[src/rtl/core_pkg.sv]
// Shared core constants and types used by the pipeline stages.
package core_pkg;

    localparam int DATA_WIDTH     = 32;
    localparam int REG_ADDR_WIDTH = 5;

    // Load funct3 encodings
    localparam logic [2:0] FUNCT3_LOAD_BYTE   = 3'b000;
    localparam logic [2:0] FUNCT3_LOAD_HALF   = 3'b001;
    localparam logic [2:0] FUNCT3_LOAD_WORD   = 3'b010;
    localparam logic [2:0] FUNCT3_LOAD_BYTE_U = 3'b100;
    localparam logic [2:0] FUNCT3_LOAD_HALF_U = 3'b101;

    // Write-back source select; 2'b11 is unused and selects zero
    typedef enum logic [1:0] {
        WB_ALU = 2'b00,
        WB_MEM = 2'b01,
        WB_PC4 = 2'b10
    } wb_sel_e;

endpackage

[src/rtl/load_extender.sv]
// Combinational load alignment: picks the byte/half/word addressed by the
// low address bits out of the raw memory word and sign/zero-extends it.
module load_extender
    import core_pkg::*;
#(
    parameter int DATA_WIDTH = core_pkg::DATA_WIDTH
) (
    input  logic [DATA_WIDTH-1:0] i_word,
    input  logic [1:0]            i_addr,
    input  logic [2:0]            i_funct3,
    output logic [DATA_WIDTH-1:0] o_data,
    output logic                  o_misaligned,
    output logic                  o_unsupported
);

    logic [7:0]  w_byte;
    logic [15:0] w_half;

    // Byte and half-word lane selection from the address offset
    always_comb begin
        // NOTE: every always_comb output gets a default first so no path can infer a latch.
        w_byte = i_word[7:0];
        case (i_addr)
            2'd0: w_byte = i_word[7:0];
            2'd1: w_byte = i_word[15:8];
            2'd2: w_byte = i_word[23:16];
            2'd3: w_byte = i_word[31:24];
            default: w_byte = i_word[7:0];
        endcase
        w_half = i_addr[1] ? i_word[31:16] : i_word[15:0];
    end

    // Extension by load type, plus alignment and legality checks
    always_comb begin
        o_data        = '0;
        o_misaligned  = 1'b0;
        o_unsupported = 1'b0;
        case (i_funct3)
            FUNCT3_LOAD_BYTE:   o_data = {{(DATA_WIDTH-8){w_byte[7]}}, w_byte};
            FUNCT3_LOAD_BYTE_U: o_data = {{(DATA_WIDTH-8){1'b0}}, w_byte};
            FUNCT3_LOAD_HALF: begin
                o_data       = {{(DATA_WIDTH-16){w_half[15]}}, w_half};
                o_misaligned = i_addr[0];
            end
            FUNCT3_LOAD_HALF_U: begin
                o_data       = {{(DATA_WIDTH-16){1'b0}}, w_half};
                o_misaligned = i_addr[0];
            end
            FUNCT3_LOAD_WORD: begin
                o_data       = i_word;
                o_misaligned = (i_addr != 2'b00);
            end
            default: o_unsupported = 1'b1;
        endcase
    end

endmodule

[src/rtl/mem_wb_stage.sv]
// MEM/WB pipeline register: selects the write-back value, aligns load data,
// flags misaligned loads and drives the register-file write port.
module mem_wb_stage
    import core_pkg::*;
#(
    parameter int DATA_WIDTH     = core_pkg::DATA_WIDTH,
    parameter int REG_ADDR_WIDTH = core_pkg::REG_ADDR_WIDTH
) (
    input  logic                      clk,
    input  logic                      rst_n,
    input  logic                      stall_i,
    input  logic                      flush_i,
    input  logic                      valid_i,
    input  logic                      RegWrite_i,
    input  logic                      MemRead_i,
    input  logic [1:0]                wb_sel_i,
    input  logic [2:0]                funct3_i,
    input  logic [REG_ADDR_WIDTH-1:0] rd_addr_i,
    input  logic [DATA_WIDTH-1:0]     alu_result_i,
    input  logic [DATA_WIDTH-1:0]     mem_rd_data_i,
    input  logic [DATA_WIDTH-1:0]     pc_plus4_i,
    output logic                      valid_o,
    output logic                      RegWrite_o,
    output logic [REG_ADDR_WIDTH-1:0] rd_addr_o,
    output logic [DATA_WIDTH-1:0]     rd_wr_data_o,
    output logic                      load_misaligned_o
);

    logic [DATA_WIDTH-1:0]     w_load_data;
    logic                      w_ext_misaligned;
    logic                      w_ext_unsupported;
    logic                      w_misaligned;
    logic                      w_unsupported_load;
    logic                      w_reg_write;
    logic [DATA_WIDTH-1:0]     w_wb_data;

    logic                      r_valid;
    logic                      r_reg_write;
    logic [REG_ADDR_WIDTH-1:0] r_rd_addr;
    logic [DATA_WIDTH-1:0]     r_rd_wr_data;
    logic                      r_load_misaligned;

    load_extender #(
        .DATA_WIDTH(DATA_WIDTH)
    ) u_load_extender (
        .i_word       (mem_rd_data_i),
        .i_addr       (alu_result_i[1:0]),
        .i_funct3     (funct3_i),
        .o_data       (w_load_data),
        .o_misaligned (w_ext_misaligned),
        .o_unsupported(w_ext_unsupported)
    );

    // Qualify the extender flags with the instruction actually being a valid load
    always_comb begin
        w_misaligned       = MemRead_i & valid_i & w_ext_misaligned;
        w_unsupported_load = MemRead_i & w_ext_unsupported;
        w_reg_write        = RegWrite_i & valid_i & (rd_addr_i != '0)
                             & ~w_misaligned & ~w_unsupported_load;
    end

    // Write-back source mux
    always_comb begin
        w_wb_data = '0;
        case (wb_sel_i)
            WB_ALU:  w_wb_data = alu_result_i;
            WB_MEM:  w_wb_data = w_load_data;
            WB_PC4:  w_wb_data = pc_plus4_i;
            default: w_wb_data = '0;
        endcase
    end

    // Pipeline register: flush beats stall, stall holds, otherwise capture
    always_ff @(posedge clk or negedge rst_n) begin
        // NOTE: sequential state uses non-blocking assignments so all registers update together.
        if (!rst_n) begin
            r_valid           <= 1'b0;
            r_reg_write       <= 1'b0;
            r_rd_addr         <= '0;
            r_rd_wr_data      <= '0;
            r_load_misaligned <= 1'b0;
        end else if (flush_i) begin
            r_valid           <= 1'b0;
            r_reg_write       <= 1'b0;
            r_rd_addr         <= '0;
            r_rd_wr_data      <= '0;
            r_load_misaligned <= 1'b0;
        end else if (!stall_i) begin
            r_valid           <= valid_i;
            r_reg_write       <= w_reg_write;
            r_rd_addr         <= rd_addr_i;
            r_rd_wr_data      <= w_wb_data;
            r_load_misaligned <= w_misaligned;
        end
    end

    assign valid_o           = r_valid;
    assign RegWrite_o        = r_reg_write;
    assign rd_addr_o         = r_rd_addr;
    assign rd_wr_data_o      = r_rd_wr_data;
    assign load_misaligned_o = r_load_misaligned;

endmodule
[config.mk]
export PLATFORM = sky130hd
export DESIGN_NAME = mem_wb_stage
export DESIGN_NICKNAME = d
export VERILOG_FILES = /design/src/rtl/core_pkg.sv /design/src/rtl/load_extender.sv /design/src/rtl/mem_wb_stage.sv
export SDC_FILE = /design/constraint.sdc
export NUM_CORES = 1
export LEC_CHECK = 0
export CORE_MARGIN = 3
export CORE_UTILIZATION = 39
export DETAILED_ROUTE_END_ITERATION = 16
export HOLD_SLACK_MARGIN = 0.02
export PLACE_DENSITY = 0.9
export SETUP_SLACK_MARGIN = 0.02
export SLEW_MARGIN = 5
export SYNTH_ARGS = -nofsm -noshare
export SYNTH_HDL_FRONTEND = slang
export SYNTH_SLANG_ARGS = --single-unit
[constraint.sdc]
create_clock -name clk -period 1 [get_ports clk]
set_input_delay 0.2 -clock clk [delete_from_list [all_inputs] [get_ports clk]]
set_output_delay 0.2 -clock clk [all_outputs]
set_load 0.005 [all_outputs]
---- Word-level counts from Yosys, hierarchy flattened ----
Index checks and enable logic that the tools add are counted.
word-level totals
  output and inout port bits .............. 40
  word-level logic and storage cells ...... 47
  input bits .............................. 113
  register bits after elaboration ......... 40
operators by class
  eq/ne operators ......................... 10
  multiplexer cells ....................... 16
  reductions and logical operators ........ 7
  bitwise logic cells ..................... 9
operators by type and width
  operator                                               number
  one-hot mux 32 bit (5 select lines)                    1
  one-hot mux 32 bit (3 select lines)                    1
  2-to-1 mux 32 bit                                      2
  one-hot mux 8 bit (4 select lines)                     1
  2-to-1 mux 16 bit                                      1
  2-to-1 mux 5 bit                                       2
  AND 1 bit                                              7
  2-to-1 mux 1 bit                                       7
  equality test 2 bit, second input constant             3
  equality test 3 bit, second input constant             2
  nonzero test 5 bit                                     1
  OR reduction 5 bit                                     1
  equality test 2 x 1 -> 1 bit, second input constant    2
  logical NOT 2 bit                                      2
  equality test 3 x 1 -> 1 bit, second input constant    1
  equality test 3 x 2 -> 1 bit, second input constant    1
  logical NOT 3 bit                                      1
  inequality test 2 x 1 -> 1 bit, second input constant  1
  NOT 1 bit                                              2
  one-hot mux 1 bit (2 select lines)                     1
  nonzero test 2 bit                                     1
  OR reduction 2 bit                                     1

---- Longest topological paths before layout ----
Gate-level depths: netlist (run 1).
  depth in word-level cells ............... 9
  mapped depth ............................ 7
  gate-level depth less buffers ........... 4

---- Cells and area by module ----
A second synthesis (run 1) with hierarchy kept.
unflattened totals
  cell total of the unflattened synthesis .. 366
  area total of the unflattened synthesis .. 3,186.8 µm²
modules (own cells, without submodules)
  module         area each (µm²)  cells an instance  seq. area each (µm²)  times used
  mem_wb_stage   2,369.8          250                1,001.0               1
  load_extender  817.0            116                0.0                   1

---- Least setup slack after synthesis (run 1) ----
OpenSTA, ideal clock, no wires.
  kind .................................... input-to-reg
  start ................................... input port wb_sel_i[1]
  end ..................................... register r_rd_wr_data[10] (netlist: rd_wr_data_o[10])
  path buffers ............................ 2
  stages .................................. 4
  arrival ................................. 1.228 ns
  data required time ...................... 0.874 ns
  path slack .............................. -0.354 ns
  setup time .............................. 0.126 ns
  cell sequence ........................... buf_2 buf_2 mux2_2 a221o_1
between the ends
  word-level cells in the longest chain between the ends .. 4
  elaborated cells between the ends (all ways) .. 6
RTL lines
  item                                               RTL line            source
  start: declaration                                 mem_wb_stage.sv:16  input logic [1:0] wb_sel_i,
  equality test 2 bit, or another cell as far along  mem_wb_stage.sv:65  case (wb_sel_i)
  one-hot mux 32 bit (3 select lines) *              mem_wb_stage.sv:65
  2-to-1 mux 32 bit *                                mem_wb_stage.sv:88  end else if (!stall_i) begin
  2-to-1 mux 32 bit *                                mem_wb_stage.sv:82  end else if (flush_i) begin
  end signal: assignment                             mem_wb_stage.sv:92  r_rd_wr_data <= w_wb_data;
  end: declaration                                   mem_wb_stage.sv:40  logic [DATA_WIDTH-1:0] r_rd_wr_data;
Every way passes the cells marked *; elsewhere a longest branch is shown, timed or not. The select of a mux whose other input is x is not followed.
A chain may end at the register's enable or synchronous reset.

---- Worst setup path after layout (run 1) ----
  start ................................... input port mem_rd_data_i[15]
  end ..................................... register r_rd_wr_data[17] (netlist: rd_wr_data_o[17])
between the ends
  word-level cells in the longest chain between the ends .. 5
  elaborated cells between the ends (all ways) .. 6
RTL lines
  item                                                                            RTL line                                  source
  start: declaration                                                              mem_wb_stage.sv:20                        input logic [DATA_WIDTH-1:0] mem_rd_data_i,
  one-hot mux 8 bit (4 select lines) / 2-to-1 mux 16 bit (equally long branches)  load_extender.sv:23, load_extender.sv:30
  one-hot mux 32 bit (5 select lines) *                                           load_extender.sv:38                       case (i_funct3)
  one-hot mux 32 bit (3 select lines) *                                           mem_wb_stage.sv:65
  2-to-1 mux 32 bit *                                                             mem_wb_stage.sv:88
  2-to-1 mux 32 bit *                                                             mem_wb_stage.sv:82
Marks and branches as above.

==> qor.yml, run 1 <==
sta:
  worst_slew_pin_slew_ns: 0.457
  worst_slack_ns: -0.172
  period_needed_ns: 1.17
  finalCritPeriodShare: 1.17
  hold_viol_final: 0
  fmax_mhz: 853
  rsz0062_at_grt: "true"
  setup-violations-final: 68
  clock_skew_ns: 0
  slew_headroom: 0.694
  timing.final.max_slew_violations: 0
clocking:
  clkSlewWorstSetupHoldPaths_ns: 0.09
  clkLatencyLatePin_ns: 0.29
  clock-sinks: 40
  root_buffer: "clkbuf_8"
  htreeDepth: 2
  cts_buffers: 5
  cts_tree: "yes"
  clockBufferDepth: 2
hold_path:
  min_to: "rd_wr_data_o[31]$_DFFE_PN0P_"
  hold_class: "input pin to flip-flop"
  worstHoldStart: "mem_rd_data_i[31]"
  min_delay_path_depth: 3
route:
  vias_per_cell: 5.70
  drt-total-wl_mm: 12.1
  antenna_left: 0
  drtIter0Drc: 174
  drc: 0
  dr.pass1.iters: 4
  drt-wirelength-per-cell_um: 21.4
  dr_total_vias: 3229
layout:
  final_area_um2: 5190
  layout.nets: 583
  area_delta_synth_final_pct: 89.7
  final_util: 0.791
  layout-drive-gt1-share: 0.442
yosys:
  yosysMostFrequentCell: "dfrtp_1"
  synth_top_cell_area_share: 0.366
  syn_area_um2: 2740
  synthTopCellsByCount: "40 x dfrtp_1, 30 x nand2_1, 29 x mux2i_1, 20 x o21ai_0, 17 x a211o_1"
  synth_edf_count: 0
  synth_seq_cells: 40
  yosys-top-cells-area: "dfrtp_1 37%, mux2i_1 11%, mux4_2 5.8%, a221o_1 5.5%, a211o_1 5.4%"
  syn-num-nets: 370
  ys_dominant_reg_cell: "dfrtp_1"
  synth_cell_types: 36
  synth.avg_cell_area_um2: 10.7
  ys_seq_area_frac: 0.366
  yosysTopAreaCell: "dfrtp_1"
  syn_inst: 257
  ys_warn_count: 0
  synthArstFlopShare: 1.00
die:
  num_rows: 29
  start_util: 0.417
  die_area_um2: 8060
  io_pins: 153
  core_region_area_um2: 6570
  die_h_um: 89.8
  die_x_um: 89.8
global_route:
  grt_usage: 0.290
  grt_max_degree: 24
  grt_remaining_overflow: 0
  antenna_found_initial: 2
  grt_pass1_wl_mm: 18.7
  grt_pass1_vias: 3516
placement:
  post-place-ws_ns: -0.991
  place_area_um2: 4700
  io_buffer_count: 152
  dp_hpwl_mm: 7.67
  place.gp.congestion: 0.812
worst_setup_path:
  r2r-end: "rd_wr_data_o[13]$_DFFE_PN0P_"
  cp_max_fo: 16
  reg2reg_from: "rd_wr_data_o[13]$_DFFE_PN0P_"
  end_kind: "flip-flop"
  r2r_cells: 3
  r2r_setup_slack_ns: -0.04
  arrival_ns: 1.35
  worstSetupStartpointType: "input pin"
  path_class: "input pin to flip-flop"
  required_ns: 1.18
power:
  vdd_ir_drop_max_mv: 0.741
  leakagePower_nw: 2.57
  p_per_area_nw_per_um2: 874
run:
  drv_cap: 0
run_status:
  violations: "negative setup slack"
  outcome: "finished, violations left"
[worst max-delay path, stage by stage]
cell	delay, ns
buf_2	0.11
buf_4	0.13
mux2_2	0.30
nand2_1	0.13
a21oi_4	0.08
buf_12	0.16
a211o_1	0.25
[metal layers]
layer	wire (µm)	vias up	GRT usage
met5	0	-	0
met4	449	0	0.133
met3	858	37	0.0568
met2	6590	186	0.546
met1	4230	1584	0.311
li1	-	1422	-
[worst max path at each step]
stage,end,slack [ns],depth (start not counted),start
after detailed placement,rd_wr_data_o[17]$_DFFE_PN0P_,-0.99,6,alu_result_i[1]
final,rd_wr_data_o[17]$_DFFE_PN0P_,-0.17,7,mem_rd_data_i[15]
after CTS,rd_wr_data_o[12]$_DFFE_PN0P_,-0.19,8,funct3_i[1]
after global placement,rd_wr_data_o[29]$_DFFE_PN0P_,-0.94,6,alu_result_i[1]
after floorplan,rd_wr_data_o[22]$_DFFE_PN0P_,-0.27,5,alu_result_i[0]
after global routing,rd_wr_data_o[17]$_DFFE_PN0P_,-0.19,6,alu_result_i[0]
[cell families (layout without fill, tap and decap cells)]
| logic type | Yosys count | count (layout) | synth area share |
|---|---|---|---|
| and+or+nand+nor | 53 | 55 | 0.100 |
| DFF | 40 | 40 | 0.366 |
| AOI/OAI and AO/OA | 84 | 84 | 0.233 |
| buffers and inverters | 24 | 236 | 0.0539 |
| muxes | 56 | 56 | 0.247 |
| other | 0 | 2 | 0 |
[through the flow]
step / power, mW / instances / setup TNS [ns] / hold slack (ns)
after floorplan: 2.33 / 257 / -7.62 / -0.0956
after global placement: 3.18 / 524 / -34.08 / 0.104
after detailed placement: 3.22 / 524 / -35.90 / 0.109
after CTS: 4.45 / 563 / -4.38 / 0.237
after global routing: 4.72 / 566 / -6.51 / 0.263
final: 4.54 / 566 / -4.83 / 0.256
[cell type report]
class                           count  area, µm²
Clock buffer                        7       86.3
Inverter                            1       3.75
Clock inverter                      1       7.51
Antenna cell                        2       5.00
Multi-Input combinational cell    195       1880
Fill cell                         416       1380
Sequential cell                    40       1000
Timing Repair Buffer              227       2090
Tap cell                           93        116
[power by group]
group	total (mW)	internal, mW	switching [mW]
sequential	1.74	1.70	0.0433
combinational	1.62	0.960	0.657
clock	1.18	0.562	0.619
[repair_timing]
action	in CTS	in global routing
endpoints found under the setup margin	80	74
pin swaps	32	17
cloned	7	1
endpoints found under the hold margin	9	0
resized for setup	314	15
buffers inserted	24	2
hold buffers	1	0
[cells in the final DEF, fill, tap and decap left out, types with 12 or more instances in the layout]
cell type,n
mux2i_1,28
a221o_1,15
buf_6,12
clkdlybuf4s50_1,66
dlygate4sd2_1,27
dfrtp_1,40
nand2_1,26
buf_2,47
o21ai_0,16
buf_4,51
a211o_1,17
[flip-flops by register name (all words and copies together), names as in the netlist]
register	cells
rd_wr_data_o	32
rd_addr_o	5
RegWrite_o	1
load_misaligned_o	1
valid_o	1
(Power assumes the default switching activity.)
==> run 2: changes to the inputs <==
- CELL_PAD_IN_SITES_DETAIL_PLACEMENT: not set -> 0
- CELL_PAD_IN_SITES_GLOBAL_PLACEMENT: not set -> 1
- CORE_UTILIZATION: 39 -> 28
- PLACE_DENSITY: 0.9 -> 0.89
==> qor.yml, run 2 (same netlist as run 1, synthesis figures left out) <==
run_status:
  outcome: "finished, violations left"
  violations: "negative setup slack"
sta:
  rsz0062_at_grt: "true"
  setup-violations-final: 65
  timing.final.max_slew_violations: 0
  fmax_mhz: 824
  worst_slew_pin_slew_ns: 0.372
  fin_setup_tns_ns: -5.46
  hold_viol_final: 0
  worst_slack_ns: -0.214
  hold_ws_ns: 0.237
  finalCritPeriodShare: 1.21
  slew_headroom: 0.751
  period_needed_ns: 1.21
  clock_skew_ns: 0
route:
  drtIter0Drc: 127
  vias_per_cell: 4.95
  dr_total_vias: 2957
  drc: 0
  antenna_left: 0
  drt-total-wl_mm: 10.8
  top_layer_used: "met5"
  drt-wirelength-per-cell_um: 18.1
  met3_length_um: 725
  met1Wirelength_mm: 4.12
  dr.pass1.iters: 4
  wl_met2_mm: 5.87
power:
  p_int_mw: 3.10
  leakagePower_nw: 2.52
  vdd_ir_drop_max_mv: 0.513
  p_switching_mw: 1.23
  p_sw_frac: 0.284
  sequentialPowerShare: 0.403
  p_per_area_nw_per_um2: 844
  clockPowerShare: 0.247
  combPwrFrac: 0.350
clocking:
  htreeDepth: 2
  cts_buffers: 5
  root_buffer: "clkbuf_8"
  cts_tree: "yes"
  clockBufferDepth: 2
  clkLatencyLatePin_ns: 0.29
  clkSlewWorstSetupHoldPaths_ns: 0.08
  clock-sinks: 40
die:
  die_area_um2: 11000
  num_rows: 35
  start_util: 0.292
  die_x_um: 105
  core_region_area_um2: 9370
  die_h_um: 105
  io_pins: 153
worst_setup_path:
  worstSetupStartpointType: "input pin"
  required_ns: 1.24
  cp_max_fo: 8
  path_class: "input pin to flip-flop"
  end_kind: "flip-flop"
  arrival_ns: 1.45
run:
  drv_cap: 0
placement:
  dp_hpwl_mm: 7.70
  io_buffer_count: 152
  place_area_um2: 4700
  place.gp.congestion: 0.844
layout:
  area_delta_synth_final_pct: 87.0
  fill_cells: 846
  antennaDiodeCount: 0
  final_common_cell: "clkdlybuf4s50_1"
  mostFrequentLayoutCells: "66 x clkdlybuf4s50_1, 51 x buf_2, 47 x buf_4"
  layout.nets: 581
  largest_reg_flops: 32
  final_area_um2: 5120
  layout-drive-gt1-share: 0.427
global_route:
  grt_pass1_vias: 3127
  grt_usage: 0.194
  grt_pass1_wl_mm: 17.1
  grt_max_degree: 24
  grt_remaining_overflow: 0
  antenna_found_initial: 1
hold_path:
  hold_class: "input pin to flip-flop"
==> run 2: changes by cell type in the layout (fill, tap and decap cells not counted), moves of 2 or more <==
cell,previous run,this run
dlygate4sd2_1,27,24
diode_2,2,0
nand2_4,2,0
buf_2,47,51
buf_16,4,2
clkdlybuf4s15_1,5,8
o21ai_0,16,18
a21oi_4,4,2
nand2_1,26,28
buf_4,51,47
==> run 2: critical path, cell delays in order <==
cell and delay [ns]:
buf_8 0.10, buf_8 0.13, nor3b_4 0.37, buf_6 0.17, buf_8 0.13, a22oi_2 0.08, a21oi_2 0.13, a221o_1 0.13
==> run 2: through the flow <==
step / util / instances / setup WS (ns) / total power, mW
finish: 0.546 / 597 / -0.214 / 4.32
CTS: 0.537 / 587 / -0.226 / 4.33
global route: 0.546 / 597 / -0.254 / 4.54
global placement: 0.501 / 555 / -0.977 / 3.18
detailed placement: 0.501 / 555 / -1.04 / 3.20
floorplan: - / 257 / -0.274 / 2.33
==> run 2: worst paths after layout <==
| kind | start | slack [ns] | depth (start not counted) | endpoint |
|---|---|---|---|---|
| worst max register to register | rd_wr_data_o[14]$_DFFE_PN0P_ | -0.03 | 3 | rd_wr_data_o[14]$_DFFE_PN0P_ |
| max in group asynchronous | rst_n | 0.29 | 3 | rd_wr_data_o[3]$_DFFE_PN0P_ |
| worst min-delay path | mem_rd_data_i[23] | 0.24 | 3 | rd_wr_data_o[23]$_DFFE_PN0P_ |
| min in group asynchronous | rst_n | 0.32 | 2 | load_misaligned_o$_DFFE_PN0P_ |
| worst min register to register | RegWrite_o$_DFFE_PN0P_ | 0.48 | 2 | RegWrite_o$_DFFE_PN0P_ |
| worst max-delay path | funct3_i[0] | -0.21 | 8 | rd_wr_data_o[9]$_DFFE_PN0P_ |
==> run 2: layout make-up <==
| class | count | area, µm² | area share |
|---|---|---|---|
| multi-input combinational | 195 | 1840 | 0.359 |
| clock buffer | 5 | 68.8 | 0.0134 |
| inverter | 1 | 3.75 | 0.000733 |
| tap | 129 | 161 | 0.0315 |
| timing repair buffer | 225 | 2030 | 0.397 |
| clock inverter | 2 | 12.5 | 0.00244 |
| sequential | 40 | 1000 | 0.196 |
==> run 2: what timing repair did <==
item	4_1_cts	5_1_grt
pin swaps	20	17
resized for setup	306	9
hold endpoints to repair	8	0
gates cloned	8	0
setup buffers	17	12
hold buffers	1	0
endpoints found under the setup margin	80	74
==> run 2: power groups by stage <==
stage          Combinational, mW  Sequential (mW)  Clock (mW)
2_1_floorplan              0.552             1.78           0
3_3_place_gp                1.41             1.77           0
3_5_place_dp                1.43             1.78           0
4_1_cts                     1.49             1.74        1.10
5_1_grt                     1.62             1.75        1.17
6_report                    1.51             1.74        1.07
==> run 2: metal layers <==
layer  up-vias  track usage
met3         8       0.0463
met5         -            0
met1      1437        0.229
li1       1414            -
met4         2       0.0394
met2        96        0.355
==> run 3: changes to the inputs <==
- CORE_UTILIZATION: 28 -> 29
- SLEW_MARGIN: 5 -> not set
- SYNTH_HIERARCHICAL: not set -> 1
==> qor.yml, run 3 <==
yosys:
  synth_seq_cells: 40
  yosysMostFrequentCell: "o21ai_0"
  ys_warn_count: 6
  synthArstFlopShare: 1.00
  synth_cell_types: 33
  syn_inst: 366
  synth.avg_cell_area_um2: 8.71
  synth_edf_count: 0
  ys_seq_area_frac: 0.314
  synth_top_cell_area_share: 0.314
  syn_area_um2: 3190
  yosys-top-cells-area: "dfrtp_1 31%, a32o_1 9.7%, a211o_1 8.5%, o21ai_0 7.4%, nor2b_1 6.9%"
  ys_dominant_reg_cell: "dfrtp_1"
  synthTopCellsByCount: "47 x o21ai_0, 40 x dfrtp_1, 35 x nor2b_1, 32 x inv_1"
  syn-num-nets: 479
  yosysTopAreaCell: "dfrtp_1"
sta:
  worst_slew_pin_slew_ns: 0.301
  rsz0062_at_grt: "true"
  finalCritPeriodShare: 1.54
  hold_ws_ns: 0.284
  setup-violations-final: 71
  period_needed_ns: 1.54
  fmax_mhz: 650
  timing.final.max_slew_violations: 0
  clock_skew_ns: 0
  slew_headroom: 0.799
  hold_viol_final: 0
  worst_slack_ns: -0.538
route:
  antenna_left: 0
  dr.pass1.iters: 5
  drt-total-wl_mm: 13.0
  vias_per_cell: 5.21
  dr_total_vias: 3689
  drt-wirelength-per-cell_um: 18.4
  drtIter0Drc: 255
  drc: 0
worst_setup_path:
  required_ns: 1.20
  cp_max_fo: 8
  arrival_ns: 1.74
  end_kind: "flip-flop"
  worstSetupStartpointType: "input pin"
  path_class: "input pin to flip-flop"
clocking:
  clkSlewWorstSetupHoldPaths_ns: 0.09
  htreeDepth: 2
  root_buffer: "clkbuf_8"
  clockBufferDepth: 2
  clock-sinks: 40
  cts_tree: "yes"
  cts_buffers: 5
  clkLatencyLatePin_ns: 0.30
die:
  io_pins: 153
  start_util: 0.303
  die_x_um: 111
  die_h_um: 111
  core_region_area_um2: 10500
  die_area_um2: 12300
  num_rows: 37
global_route:
  grt_pass1_wl_mm: 20.7
  grt_usage: 0.206
  grt_remaining_overflow: 0
  grt_pass1_vias: 3844
  antenna_found_initial: 0
  grt_max_degree: 52
power:
  p_per_area_nw_per_um2: 878
  vdd_ir_drop_max_mv: 0.491
  total_power_mw: 4.83
  leakagePower_nw: 2.67
layout:
  final_common_cell: "clkdlybuf4s50_1"
  layout-drive-gt1-share: 0.329
  mostFrequentLayoutCells: "67 x clkdlybuf4s50_1, 65 x buf_4, 48 x buf_2"
  layout.nets: 684
  final_area_um2: 5500
  largest_reg_flops: 32
  area_delta_synth_final_pct: 72.6
  antennaDiodeCount: 0
placement:
  io_buffer_count: 152
  dp_hpwl_mm: 9.20
  post-place-ws_ns: -1.34
  place_area_um2: 5240
  place.gp.congestion: 0.880
run:
  drv_cap: 0
hold_path:
  hold_class: "input pin to flip-flop"
run_status:
  violations: "negative setup slack"
  outcome: "finished, violations left"
[run 3: final timing paths]
path,from,to,slack (ns),cells past startpoint
worst max register to register,rd_wr_data_o[24]$_DFFE_PN0P_,rd_wr_data_o[24]$_DFFE_PN0P_,0.06,3
worst max-delay path,alu_result_i[1],rd_wr_data_o[20]$_DFFE_PN0P_,-0.54,8
worst min register to register,RegWrite_o$_DFFE_PN0P_,RegWrite_o$_DFFE_PN0P_,0.50,2
min in group asynchronous,rst_n,rd_wr_data_o[0]$_DFFE_PN0P_,0.40,3
max in group asynchronous,rst_n,rd_wr_data_o[15]$_DFFE_PN0P_,0.39,3
worst min-delay path,rd_addr_i[4],rd_addr_o[4]$_DFFE_PN0P_,0.28,3
[run 3: kinds of logic after synthesis]
| family | count (synthesis) | synth area share |
|---|---|---|
| AO/OA/AOI/OAI | 144 | 0.349 |
| buffers and inverters | 71 | 0.103 |
| flip-flops | 40 | 0.314 |
| multiplexers | 29 | 0.0997 |
| AND/OR/NAND/NOR | 82 | 0.135 |
[run 3: repair_timing]
| action | 4_1_cts | 5_1_grt |
|---|---|---|
| setup endpoints to repair | 80 | 74 |
| pin swaps | 29 | 10 |
| cloned | 6 | 0 |
| hold buffers | 1 | 0 |
| buffers inserted | 12 | 4 |
| resized for setup | 293 | 14 |
| hold endpoints to repair | 40 | 0 |
[run 3: metrics by stage]
| step | cells | utilization | TNS [ns] |
|---|---|---|---|
| 2_1_floorplan | 366 | - | -23.76 |
| 3_3_place_gp | 679 | 0.499 | -46.06 |
| 3_5_place_dp | 679 | 0.499 | -47.50 |
| 4_1_cts | 706 | 0.521 | -17.02 |
| 5_1_grt | 708 | 0.523 | -19.15 |
| 6_report | 708 | 0.523 | -16.61 |
[run 3: power breakdown]
part	switching [mW]	internal (mW)
Sequential	0.0470	1.70
Clock	0.631	0.562
Combinational	0.819	1.07
[run 3: worst max-delay path, stage by stage]
cell	delay, ns
buf_12	0.10
mux2_4	0.33
buf_6	0.13
a21boi_4	0.20
clkbuf_16	0.20
a211oi_1	0.05
a211o_1	0.27
a32o_1	0.24
[run 3: cell type report]
type,count,area [µm²]
Sequential cell,40,1000
Clock buffer,7,86.3
Timing Repair Buffer,236,2080
Multi-Input combinational cell,256,2030
Clock inverter,1,7.51
Tap cell,136,170
Inverter,32,120
Fill cell,1008,5010
[run 3: per-layer routing]
metal  vias to the layer above  wire length (µm)  GRT usage
met5                         -                 0          0
met3                        10               855     0.0519
met2                       153              6180      0.338
met1                      1781              5850      0.278
li1                       1745                 -          -
met4                         0               122     0.0337
